### src/rtl/mem_arbiter_if.sv
// mem_arbiter_if: icache/dcache request ports and RAM port shared through the arbiter
interface mem_arbiter_if;
  logic        iREN;
  logic [31:0] iaddr;
  logic        iwait;
  logic [31:0] iload;
  logic        dREN;
  logic        dWEN;
  logic [31:0] daddr;
  logic [31:0] dstore;
  logic        dwait;
  logic [31:0] dload;
  logic        ramREN;
  logic        ramWEN;
  logic [31:0] ramaddr;
  logic [31:0] ramstore;
  logic [31:0] ramload;
  logic [1:0]  ramstate;
  modport slave (
    input  iREN, iaddr, dREN, dWEN, daddr, dstore, ramload, ramstate,
    output iwait, iload, dwait, dload, ramREN, ramWEN, ramaddr, ramstore
  );
  modport master (
    output iREN, iaddr, dREN, dWEN, daddr, dstore, ramload, ramstate,
    input  iwait, iload, dwait, dload, ramREN, ramWEN, ramaddr, ramstore
  );
endinterface

### src/rtl/mem_arbiter.sv
// mem_arbiter: grants the single-ported RAM to dcache or icache, data first with a starvation escape for instructions
module mem_arbiter #(
  parameter int STARVE_LIMIT = 4
) (
  input logic          CLK,
  input logic          nRST,
  mem_arbiter_if.slave bus
);
  localparam int CW = $clog2(STARVE_LIMIT + 1);
  localparam logic [CW-1:0] LIMIT = CW'(STARVE_LIMIT);
  typedef enum logic [1:0] {IDLE, IGRANT, DGRANT} state_t;
  state_t state, next_state;
  logic [CW-1:0] starve_cnt;
  logic dreq, access, i_done, d_done;
  assign dreq = bus.dREN | bus.dWEN;
  assign access = bus.ramstate == 2'd2;
  assign i_done = state == IGRANT && bus.iREN && access;
  assign d_done = state == DGRANT && dreq && access;
  assign bus.iload = bus.ramload;
  assign bus.dload = bus.ramload;
  always_ff @(posedge CLK, negedge nRST)
    if (!nRST) begin
      state <= IDLE;
      starve_cnt <= '0;
    end else begin
      state <= next_state;
      if (!bus.iREN || i_done) starve_cnt <= '0;
      else if (d_done && starve_cnt != LIMIT) starve_cnt <= starve_cnt + 1'b1;
    end
  // A dropped request aborts the grant combinationally; no wait pulse is produced.
  always_comb begin
    next_state = state;
    bus.iwait = 1'b1;
    bus.dwait = 1'b1;
    bus.ramREN = 1'b0;
    bus.ramWEN = 1'b0;
    bus.ramaddr = '0;
    bus.ramstore = '0;
    case (state)
      IDLE: next_state = (dreq && bus.iREN && starve_cnt == LIMIT) ? IGRANT :
                         dreq ? DGRANT : bus.iREN ? IGRANT : IDLE;
      IGRANT:
        if (!bus.iREN) next_state = IDLE;
        else begin
          bus.ramREN = 1'b1;
          bus.ramaddr = bus.iaddr;
          bus.iwait = !access;
          next_state = access ? IDLE : IGRANT;
        end
      DGRANT:
        if (!dreq) next_state = IDLE;
        else begin
          bus.ramWEN = bus.dWEN;
          bus.ramREN = !bus.dWEN;
          bus.ramaddr = bus.daddr;
          bus.ramstore = bus.dstore;
          bus.dwait = !access;
          next_state = access ? IDLE : DGRANT;
        end
      default: next_state = IDLE;
    endcase
  end
endmodule

### src/flat_wrapper.sv
// flat-port wrapper written by rule: the top's interface ports become plain ports
module mem_arbiter_flat 
#(
  parameter int STARVE_LIMIT = 4
)
  (CLK, nRST, bus_iREN, bus_iaddr, bus_dREN, bus_dWEN, bus_daddr, bus_dstore, bus_ramload, bus_ramstate, bus_iwait, bus_iload, bus_dwait, bus_dload, bus_ramREN, bus_ramWEN, bus_ramaddr, bus_ramstore);
  mem_arbiter_if bus_i ();
  input logic CLK;
  input logic nRST;
  input wire logic [$bits(bus_i.iREN)-1:0] bus_iREN;
  input wire logic [$bits(bus_i.iaddr)-1:0] bus_iaddr;
  input wire logic [$bits(bus_i.dREN)-1:0] bus_dREN;
  input wire logic [$bits(bus_i.dWEN)-1:0] bus_dWEN;
  input wire logic [$bits(bus_i.daddr)-1:0] bus_daddr;
  input wire logic [$bits(bus_i.dstore)-1:0] bus_dstore;
  input wire logic [$bits(bus_i.ramload)-1:0] bus_ramload;
  input wire logic [$bits(bus_i.ramstate)-1:0] bus_ramstate;
  output wire logic [$bits(bus_i.iwait)-1:0] bus_iwait;
  output wire logic [$bits(bus_i.iload)-1:0] bus_iload;
  output wire logic [$bits(bus_i.dwait)-1:0] bus_dwait;
  output wire logic [$bits(bus_i.dload)-1:0] bus_dload;
  output wire logic [$bits(bus_i.ramREN)-1:0] bus_ramREN;
  output wire logic [$bits(bus_i.ramWEN)-1:0] bus_ramWEN;
  output wire logic [$bits(bus_i.ramaddr)-1:0] bus_ramaddr;
  output wire logic [$bits(bus_i.ramstore)-1:0] bus_ramstore;
  assign bus_i.iREN = bus_iREN;
  assign bus_i.iaddr = bus_iaddr;
  assign bus_i.dREN = bus_dREN;
  assign bus_i.dWEN = bus_dWEN;
  assign bus_i.daddr = bus_daddr;
  assign bus_i.dstore = bus_dstore;
  assign bus_i.ramload = bus_ramload;
  assign bus_i.ramstate = bus_ramstate;
  assign bus_iwait = bus_i.iwait;
  assign bus_iload = bus_i.iload;
  assign bus_dwait = bus_i.dwait;
  assign bus_dload = bus_i.dload;
  assign bus_ramREN = bus_i.ramREN;
  assign bus_ramWEN = bus_i.ramWEN;
  assign bus_ramaddr = bus_i.ramaddr;
  assign bus_ramstore = bus_i.ramstore;
  mem_arbiter #(.STARVE_LIMIT(STARVE_LIMIT)) u_core (.CLK(CLK), .nRST(nRST), .bus(bus_i));
endmodule
### config.mk
export PLATFORM = sky130hd
export DESIGN_NAME = mem_arbiter_flat
export DESIGN_NICKNAME = d
export VERILOG_FILES = /design/src/rtl/mem_arbiter_if.sv /design/src/rtl/mem_arbiter.sv /design/src/flat_wrapper.sv
export SDC_FILE = /design/constraint.sdc
export NUM_CORES = 1
export LEC_CHECK = 0
export ABC_AREA = 1
export CORE_AREA = 2 2 105 107
export CTS_CLUSTER_DIAMETER = 60
export CTS_CLUSTER_SIZE = 16
export DETAILED_ROUTE_END_ITERATION = 10
export DIE_AREA = 0 0 107 109
export GPL_TIMING_DRIVEN = 0
export MAX_ROUTING_LAYER = met4
export PLACE_DENSITY = 0.65
export SYNTH_ARGS = -nofsm -noshare
export SYNTH_HDL_FRONTEND = slang
export SYNTH_SLANG_ARGS = --single-unit
### constraint.sdc
create_clock -name CLK -period 2.7 [get_ports CLK]
set_clock_uncertainty 0.1 [all_clocks]
set_input_delay 0.405 -clock CLK [delete_from_list [all_inputs] [get_ports CLK]]
set_output_delay 0.405 -clock CLK [all_outputs]
set_load 0.01 [all_outputs]
==> results by group <==
Placement
  • Count of port buffers added during placement: 234
  • Post-DP HPWL: 7040 um
  • Area of placed instances: 4140 um^2
  • Weighted congestion at the end of routability-driven global placement: 0.718
  • Placed instance count: 674

Timing
  • Final setup violation count: 0
  • Crit path time final: 2550 ps
  • Worst-margin pin slew: 407 ps
  • Fin Setup TNS: 0 ps
  • Final period util: 94.6%
  • RSZ-0062 raised after global routing: false
  • Max-slew violation count: 0
  • Final hold vios: 0
  • Highest clock rate: 392 MHz
  • Headroom to the max-slew limit: 72.8%

Routing
  • Total routed wirelength: 8240 um
  • Post-DR wirelength/cell: 12.0 um
  • Mean number of vias per cell: 3.88
  • # DRC: 0
  • Initial DRC Count: 131
  • Routed via count: 2668
  • Number of nets still failing antenna checks after routing: 0
  • First drt pass iteration count: 4

Pwr
  • Ratio of total power to cell area: 438 nW/um^2
  • Leakage power of the design: 2.21 nW
  • Highest ir drop seen on vdd: 0.000159 V
  • Power after layout: 1.89 mW
  • Sequential cell fraction of total power: 5.9%
  • Combinational share of power: 86.9%
  • Net switching power: 0.816 mW
  • Share of power burned in the clock network: 7.1%
  • Switching share of total power: 43.2%
  • Design internal power: 1.07 mW

Synthesis
  • Number of warnings reported in the yosys synthesis log: 0
  • Portion of the post-synthesis area used by sequential elements: 7.73%
  • Largest family of logic cells by synthesized area: buffers and inverters
  • Summed instance area of the synthesized netlist: 1620 um^2
  • Number of library cell types mapped by synthesis: 15
  • Synthesized area per cell: 5.40 um^2
  • Synthesized flop and latch total: 5
  • Compound-gate portion of the synthesized area: 11.4%
  • Multiplexer fraction of the synthesized cell area: 0%
  • Synthesized-area fraction occupied by adder cells: 4.64%
  • Number of nets in the synthesized netlist: 441
  • Post-synthesis simple-gate area fraction: 37.6%
  • Synthesized instance count: 300
  • XOR/XNOR share of the synthesized area: 0.541%

Floorplan
  • Core area: 10600 um^2
  • Total die area: 11700 um^2
  • Chip width: 107 um
  • Chip Height: 109 um
  • Initial core utilization: 15.3%
  • Std cell rows: 38
  • Total I/O pin count: 267

Cells and area
  • Final design area excluding fillers: 4310 um^2
  • Utilization of the core after routing: 40.6%
  • Area growth from synthesis to layout: 166%
  • Final Net Count: 689
  • Post-layout instance count excluding filler cells: 687
  • Area occupied by registers: 125 um^2
  • Filler cell count in the final layout: 1068
  • Highest-count cells in the layout ignoring fill and taps: 203 x sky130_fd_sc_hd__clkdlybuf4s50_1, 111 x sky130_fd_sc_hd__nand2_1, 76 x sky130_fd_sc_hd__buf_4
  • Leading cell type in the layout, fill and taps excluded: sky130_fd_sc_hd__clkdlybuf4s50_1
  • Final antenna diode count: 0
  • Share of layout cells above drive strength 1: 17.6%
  • Area used by multi-input combinational logic: 883 um^2

Critical path
  • Kind of critical path: reg -> out
  • Critical Path AT: 2050 ps
  • Crit. Startpoint: u_core.state[0]
  • Setup crit start kind: flip-flop
  • WP depth: 10
  • CP Max Fanout: 7
  • Cell family with the largest share of critical-path delay: buffers and inverters
  • Delay of the slowest cell on the worst path: 390 ps
  • Startpoint of the worst register-to-register path: u_core.state[0]
  • Cell depth of the worst flop-to-flop path: 9
  • Most prevalent standard cell on the critical path: sky130_fd_sc_hd__buf_4
  • Cell with the biggest individual delay on the critical path: sky130_fd_sc_hd__dfrtp_1
  • Worst path buffer plus inverter count: 6
  • Critical Path End Type: output port
  • R2r setup slk: 990 ps
  • Required time at the worst-slack endpoint: 2190 ps
  • Cell breakdown of the critical path: inv_1 -> ha_1 -> inv_2 -> nor2_4 -> buf_4 -> buf_6 -> buf_4 -> nand2_1 -> a21oi_1 -> dlygate4sd2_1
  • Capture point of the critical path: bus_ramaddr[7]
  • Capture instance of the worst register-to-register path: u_core.starve_cnt[2]

Global route
  • First-pass GRT wire length: 11400 um
  • Vias in the first global route: 2427
  • Total gr overflow: 0
  • Pin count of the biggest net entering global routing: 11
  • Gr usage total: 12.6%
  • Antenna violations before repair: 0

CTS
  • Clock tree from TritonCTS: done
  • Clock-pin slew on the worst setup and hold paths: 30 ps
  • Clock root cell: sky130_fd_sc_hd__clkbuf_8
  • H-tree level count: 1
  • Number of sinks handled by clock tree synthesis: 5
  • Longest Clk Path Bufs: 2
  • Later-pin clock latency in the skew report: 220 ps
  • Total CTS buffers: 3

Hold path
  • HP Class: in -> async

Status
  • Result of the run: finished clean

Job
  • Max-cap viol count: 0
==> state kept, by name, summed over array words and instances (netlist names) <==
register           count
u_core.starve_cnt      3
u_core.state           2
==> worst min path at each step <==
| stage | start | end | slack (ps) | cells past startpoint |
|---|---|---|---|---|
| 2_1_floorplan | nRST | u_core.starve_cnt[0] | 9 | 0 |
| 3_3_place_gp | u_core.starve_cnt[1] | u_core.starve_cnt[1] | 430 | 2 |
| 3_5_place_dp | u_core.starve_cnt[1] | u_core.starve_cnt[1] | 440 | 2 |
| 4_1_cts | nRST | u_core.starve_cnt[0] | 310 | 1 |
| 5_1_grt | nRST | u_core.starve_cnt[0] | 320 | 1 |
| 6_report | nRST | u_core.starve_cnt[0] | 310 | 1 |
==> repair_timing <==
item | CTS | global route
buffers inserted | 2 | 7
pin swaps | 1 | 1
hold buffers | 0 | 0
endpoints found under the setup margin | 31 | 50
gates resized for setup | 20 | 30
endpoints found under the hold margin | 0 | 0
==> power by group through the flow <==
stage | Clock, mW | Sequential (mW) | Combinational [mW]
after floorplan | 0 | 0.109 | 0.730
after global placement | 0 | 0.111 | 1.58
after detailed placement | 0 | 0.113 | 1.60
after CTS | 0.140 | 0.112 | 1.61
after global routing | 0.142 | 0.116 | 1.78
final | 0.135 | 0.112 | 1.64
==> worst register-to-register path, delay by kind of cell, from the launching register on <==
kind / cells / cell delay, ps
adders and majority gates: 1 / 200
buffers and inverters: 3 / 350
DFF: 1 / 390
and+or+nand+nor: 5 / 610
==> stage by stage <==
| step | setup slack (ps) | hold slack [ps] |
|---|---|---|
| after detailed placement | -176 | 438 |
| after global routing | 4.69 | 324 |
| after floorplan | 900 | 9.41 |
| after CTS | 5.20 | 312 |
| after global placement | -151 | 431 |
| final | 147 | 309 |
==> per-layer routing <==
layer	wire length [um]	part of all wire [%]	vias to the layer above	global-route usage, %
li1	-	-	1347	-
met5	0	0	-	-
met1	2870	35	1170	12.6
met2	4440	54	147	24.6
met4	44	0.53	0	2.23
met3	877	11	4	3.47
==> cell type report <==
type	count	area share (%)
multi-input cells	202	20.5
repair buffers	243	56.6
well taps	140	4.07
inverters	14	1.22
plain buffers	79	13.7
clock buffers	4	1.05
flip-flops and latches	5	2.90
==> Yosys cell counts <==
| cell type | instances | area [um^2] |
|---|---|---|
| sky130_fd_sc_hd__inv_1 | 13 | 48.8 |
| sky130_fd_sc_hd__clkbuf_1 | 6 | 22.5 |
| sky130_fd_sc_hd__dfrtp_1 | 5 | 125 |
| sky130_fd_sc_hd__nand2_1 | 112 | 420 |
| sky130_fd_sc_hd__or2_2 | 1 | 6.26 |
| sky130_fd_sc_hd__nor2_4 | 1 | 11.3 |
| sky130_fd_sc_hd__buf_2 | 3 | 15.0 |
| sky130_fd_sc_hd__buf_4 | 70 | 526 |
| sky130_fd_sc_hd__nand3_1 | 5 | 25.0 |
| sky130_fd_sc_hd__a21oi_1 | 35 | 175 |
| sky130_fd_sc_hd__o21ai_0 | 2 | 10.0 |
| sky130_fd_sc_hd__nor2_1 | 39 | 146 |
| sky130_fd_sc_hd__ha_1 | 6 | 75.1 |
| sky130_fd_sc_hd__inv_2 | 1 | 3.75 |
| sky130_fd_sc_hd__xnor2_1 | 1 | 8.76 |
==> cells by family after synthesis <==
family / Yosys count
AO/OA/AOI/OAI: 37
XOR/XNOR: 1
adder cells (fa/ha/maj): 6
buffers and inverters: 93
flip-flops: 5
AND/OR/NAND/NOR: 158
No activity file was read; power rests on OpenSTA's default activity.
